## src/rtl/i2c_register_bank.sv

```systemverilog
// Byte-addressed register file behind an I2C slave with an auto-incrementing register pointer.
// Define I2C_REGS_SHADOW_EN to stage writes in a shadow array that is committed on STOP.
module i2c_register_bank #(
  parameter int unsigned          REG_COUNT = 8,
  parameter logic [REG_COUNT-1:0] RO_MASK   = 'h01,
  parameter logic [7:0]           INIT_VAL  = 8'h00,
  localparam int unsigned         PTR_W     = $clog2(REG_COUNT)
) (
  input  logic                   clk,
  input  logic                   rst,
  input  logic                   i2c_start_stb,
  input  logic                   i2c_stop_stb,
  input  logic [7:0]             i2c_rx_data,
  input  logic                   i2c_rx_valid_stb,
  input  logic                   i2c_tx_done_stb,
  output logic [7:0]             i2c_tx_data,
  input  logic [7:0]             ro_data_in,
  output logic [8*REG_COUNT-1:0] regs_out,
  output logic                   wr_stb,
  output logic [PTR_W-1:0]       wr_addr
);

  typedef enum logic [1:0] {StIdle, StGetPtr, StWrData} state_e;

  // Read-only slots hold no data; they stay at zero in regs_out.
  function automatic logic [REG_COUNT-1:0][7:0] reset_image();
    logic [REG_COUNT-1:0][7:0] img;
    for (int unsigned i = 0; i < REG_COUNT; i++) begin
      img[i] = RO_MASK[i] ? 8'h00 : INIT_VAL;
    end
    return img;
  endfunction

  localparam logic [REG_COUNT-1:0][7:0] REG_RST = reset_image();

  state_e                    state_q, state_d;
  logic [PTR_W-1:0]          ptr_q, ptr_d;
  logic [REG_COUNT-1:0][7:0] regs_q, regs_d;
  logic [REG_COUNT-1:0][7:0] tx_src;
  logic [7:0]                tx_data_q, tx_data_d;
  logic                      wr_stb_q, wr_stb_d;
  logic [PTR_W-1:0]          wr_addr_q, wr_addr_d;
  logic                      wr_en;
  logic                      stop_evt;

  // Strobe priority: start > stop > rx_valid > tx_done; losers are dropped.
  always_comb begin
    state_d  = state_q;
    ptr_d    = ptr_q;
    wr_en    = 1'b0;
    stop_evt = 1'b0;
    if (i2c_start_stb) begin
      state_d = StGetPtr;
    end else if (i2c_stop_stb) begin
      state_d  = StIdle;
      stop_evt = 1'b1;
    end else if (i2c_rx_valid_stb) begin
      case (state_q)
        StGetPtr: begin
          ptr_d   = i2c_rx_data[PTR_W-1:0];
          state_d = StWrData;
        end
        StWrData: begin
          wr_en = ~RO_MASK[ptr_q];
          ptr_d = ptr_q + PTR_W'(1);
        end
        default: ;
      endcase
    end else if (i2c_tx_done_stb) begin
      ptr_d = ptr_q + PTR_W'(1);
    end
  end

`ifdef I2C_REGS_SHADOW_EN
  logic [REG_COUNT-1:0][7:0] shadow_q, shadow_d;
  logic                      pending_q, pending_d;
  logic [PTR_W-1:0]          last_q, last_d;

  always_comb begin
    shadow_d  = shadow_q;
    pending_d = pending_q;
    last_d    = last_q;
    regs_d    = regs_q;
    wr_stb_d  = 1'b0;
    wr_addr_d = wr_addr_q;
    if (wr_en) begin
      shadow_d[ptr_q] = i2c_rx_data;
      pending_d       = 1'b1;
      last_d          = ptr_q;
    end
    if (stop_evt) begin
      if (pending_q) begin
        regs_d    = shadow_q;
        wr_stb_d  = 1'b1;
        wr_addr_d = last_q;
      end
      pending_d = 1'b0;
    end
  end

  // The master reads back its own staged bytes before they are committed.
  assign tx_src = shadow_d;

  always_ff @(posedge clk or posedge rst) begin
    if (rst) begin
      shadow_q  <= REG_RST;
      pending_q <= 1'b0;
      last_q    <= '0;
    end else begin
      shadow_q  <= shadow_d;
      pending_q <= pending_d;
      last_q    <= last_d;
    end
  end
`else
  always_comb begin
    regs_d    = regs_q;
    wr_stb_d  = 1'b0;
    wr_addr_d = wr_addr_q;
    if (wr_en) begin
      regs_d[ptr_q] = i2c_rx_data;
      wr_stb_d      = 1'b1;
      wr_addr_d     = ptr_q;
    end
  end

  assign tx_src = regs_d;
`endif

  // Built from next-state values so a new pointer or write shows up one cycle after its strobe.
  always_comb begin
    tx_data_d = RO_MASK[ptr_d] ? ro_data_in : tx_src[ptr_d];
  end

  always_ff @(posedge clk or posedge rst) begin
    if (rst) begin
      state_q   <= StIdle;
      ptr_q     <= '0;
      regs_q    <= REG_RST;
      tx_data_q <= 8'h00;
      wr_stb_q  <= 1'b0;
      wr_addr_q <= '0;
    end else begin
      state_q   <= state_d;
      ptr_q     <= ptr_d;
      regs_q    <= regs_d;
      tx_data_q <= tx_data_d;
      wr_stb_q  <= wr_stb_d;
      wr_addr_q <= wr_addr_d;
    end
  end

  assign regs_out    = regs_q;
  assign i2c_tx_data = tx_data_q;
  assign wr_stb      = wr_stb_q;
  assign wr_addr     = wr_addr_q;

endmodule

```

## config.mk

```make
export PLATFORM = sky130hd
export DESIGN_NAME = i2c_register_bank
export DESIGN_NICKNAME = d
export VERILOG_FILES = /design/src/rtl/i2c_register_bank.sv
export SDC_FILE = /design/constraint.sdc
export NUM_CORES = 1
export LEC_CHECK = 0
export CAP_MARGIN = 20
export CORE_ASPECT_RATIO = 1.25
export CORE_MARGIN = 3
export CORE_UTILIZATION = 33
export DETAILED_ROUTE_END_ITERATION = 16
export PLACE_DENSITY_LB_ADDON = 0.25
export SYNTH_ARGS = -nofsm -noshare
export SYNTH_HDL_FRONTEND = slang
export SYNTH_SLANG_ARGS = --single-unit
```

## constraint.sdc

```tcl
create_clock -name clk -period 3.04 [get_ports clk]
set_input_delay 0.608 -clock clk [delete_from_list [all_inputs] [get_ports clk]]
set_output_delay 0.608 -clock clk [all_outputs]
set_load 0.05 [all_outputs]
```

==> results.cfg <==
[run_status]
status = completed

[timing]
rsz0062_at_grt = false
fmax_mhz = 358
timing.final.crit_share_pct = 91.8
setup_slack_ns = 0.249
setup_viol = 0
relSlewSlack_pct = 58.7
drv_slew = 0
hold_violations = 0
worstMarginPinSlew_ns = 0.613
fin_skew_ns = 0.00798
finalCriticalPeriod_ns = 2.79
hold_slack_ns = 0.480

[power_and_ir_drop]
p_leak_uw = 0.00273
power.density_nw_per_um2 = 617
peakVddDrop_mv = 0.233

[clock_network]
cts_num_sinks = 81
cts_tree = yes
root_buffer = clkbuf_16
holdBufCountCts = 0
cts.clk_slew.worst_paths_ns = 0.06
clock_latency_ns = 0.34
post-cts-setup-buffer-count = 0
cts_max_path_buffers = 2
cts_buffers = 9
htree_levels = 3
cts_resized = 0

[yosys]
yosysUniqueCellTypes = 58
ys_ff_latch = 81
synthCells = 442
muxShareOfSynthArea_pct = 12.3
yosys.area_share.xor_xnor_pct = 0.203
synth_top_family_by_area = simple AND/OR/NAND/NOR gates
synth_top_area_cell = dfrtp_1
yosys.area_share.simple_pct = 20.7
ys_top_cells_by_area = dfrtp_1 47%, nand2_1 8.5%, mux2_2 7.8%
seq_area_frac_synth_pct = 46.9
synthArstFlopShare_pct = 100
synth_area_sq_um = 4320
synth.avg_cell_area_sq_um = 9.78
synth_flop_cell = dfrtp_1
synth_adder_area_share_pct = 1.16
synth-compound-area-share_pct = 12.9
synth_nets = 468
synth_top_cell_area_share_pct = 46.9
ys_warn_count = 0
synth-edff-count = 0

[detailed_routing]
vias = 3813
drtIter0Drc = 195
wl_met1_mm = 5.77
wl_mm = 13.2
via_per_inst = 5.25
ant_nets = 0
route.detailed.wl_per_inst_microns = 18.2
highest_layer = met4
wl_met2_mm = 6.58
wl_met3_microns = 632
first_pass_iters = 5
drc_errors = 0

[die]
initial_core_util_pct = 33.8
rows = 46
core_area_sq_um = 12800
io_pins = 98
die_area_sq_um = 14500
die_x_microns = 108
die_y_microns = 134

[placement]
dpl_cell_area_sq_um = 5630
numPlacedInstances = 710
port_buffers = 97
dp_hpwl_mm = 9.61
dpl_worst_slack_ns = -0.0410
gp_congestion = 0.856

[final_layout]
area_growth_pct = 37.9
final_cell_mix = 98 x nand2_1, 97 x clkdlybuf4s50_1, 81 x dfrtp_1, 32 x buf_4, 30 x mux2_2
fin_util_pct = 46.6
fill_cells = 1250
stdcell_count = 726
antenna_cells = 0
nets = 579
final_area_sq_um = 5960
final_common_cell = nand2_1
drive_above_1_share_pct = 17.4

[critical_path]
path_depth = 8
critPathSlowestCell = mux4_2
worstPathRequired_ns = 3.29
rr_startpoint = ptr_q[0]$_DFF_PP0_
cp-start-kind = register
cp-end-kind = register
worstPathCellList = inv_1 -> ha_1 -> mux2_1 -> a222oi_1 -> buf_12 -> mux4_2 -> and2_0 -> a32oi_1
crit_start = ptr_q[0]$_DFF_PP0_
worst_r2r_endpoint = i2c_tx_data[6]$_DFF_PP0_
crit_buf_inv = 2
critPathKind = register to register
slowest_delay_ns = 0.51
reg2reg_setup_slack_ns = 0.25
reg2regPathDepth = 8
endpoint = i2c_tx_data[6]$_DFF_PP0_
worstPathMaxFanout = 24
cp_top_family = multiplexers
crit_arrival_ns = 3.04

[grt]
grt_use_total_pct = 18.5
grt_antenna_before_repair = 0
grt-ovfl-total = 0
grt_pass1_vias = 3866
grt_pass1_wl_mm = 21.0
grt_max_degree = 82

[run]
drv_cap = 0

[min_path]
hp-class = register to register
-- metrics by stage --
stage	power (uW)	TNS [ns]
4_1_cts	3710	0
3_5_place_dp	2510	-0.106
3_3_place_gp	2500	0
6_report	3680	0
2_1_floorplan	2080	0
5_1_grt	3840	0
-- sequential cells by signal, summed over array words and instances, names as in the netlist --
name	cells
regs_out	64
i2c_tx_data	8
ptr_q	3
wr_addr	3
state_q	2
wr_stb	1
-- final cells by class --
type / instances / area (sq um) / share of cell area (%)
clock inverter: 7 / 101 / 1.70
sequential: 81 / 2030 / 34.0
inverter: 16 / 61.3 / 1.03
timing repair buffer: 133 / 1290 / 21.7
multi-input combinational: 312 / 2040 / 34.3
clock buffer: 9 / 225 / 3.78
tap: 168 / 210 / 3.53
-- worst min-delay path by stage --
stage	startpoint	endpoint	slack, ns	cells past startpoint
after floorplan	state_q[0]$_DFFE_PP0P_	state_q[0]$_DFFE_PP0P_	0.51	1
after global placement	wr_addr[2]$_DFFE_PP0N_	wr_addr[2]$_DFFE_PP0N_	0.47	2
after detailed placement	wr_addr[2]$_DFFE_PP0N_	wr_addr[2]$_DFFE_PP0N_	0.47	2
after CTS	wr_addr[2]$_DFFE_PP0N_	wr_addr[2]$_DFFE_PP0N_	0.49	2
after global routing	wr_addr[0]$_DFFE_PP0N_	wr_addr[0]$_DFFE_PP0N_	0.52	2
final	wr_addr[2]$_DFFE_PP0N_	wr_addr[2]$_DFFE_PP0N_	0.48	2
-- power breakdown --
group	internal, uW	switching [uW]
combinational	463	796
sequential	1170	66.5
clock	726	461
total	2360	1320
-- routing by layer --
layer	GRT usage, %	vias up
met1	24.6	1905
li1	-	1797
met4	5.82	0
met5	0	-
met3	3.47	12
met2	30.6	99
-- synthesized netlist by cell type (2+ instances only) --
cell type,count
or2_2,2
a221oi_1,2
o211ai_1,4
mux2i_1,16
mux2_2,30
o221ai_1,3
or3_1,2
inv_1,14
nand2b_1,4
a32oi_1,2
a22o_1,2
nor2_1,10
nand3_1,4
clkbuf_1,12
ha_1,4
a32o_1,5
a211o_1,4
nand4_1,4
nand3_2,2
nand4b_1,5
a211oi_1,7
nor4b_2,2
nand2_1,98
and3_1,2
buf_6,5
a311oi_1,2
buf_4,4
dfrtp_1,81
a41o_1,2
inv_2,2
buf_2,12
o21ai_0,24
nor4_1,6
nor3_1,20
a21oi_1,13
nor3b_1,9
-- cell families after synthesis --
family                   Yosys count
AO/OA/AOI/OAI                     81
XOR/XNOR                           1
adder cells (fa/ha/maj)            4
buffers and inverters             49
flip-flops                        81
multiplexers                      48
AND/OR/NAND/NOR                  178
-- worst register-to-register path: cells and delay by family, from the launching register on --
kind,cells,cell delay [ns]
multiplexers,2,0.85
AO/OA/AOI/OAI,2,0.62
buffers and inverters,2,0.43
flip-flops,1,0.37
adder cells (fa/ha/maj),1,0.29
AND/OR/NAND/NOR,1,0.15
(Power assumes the default switching activity.)
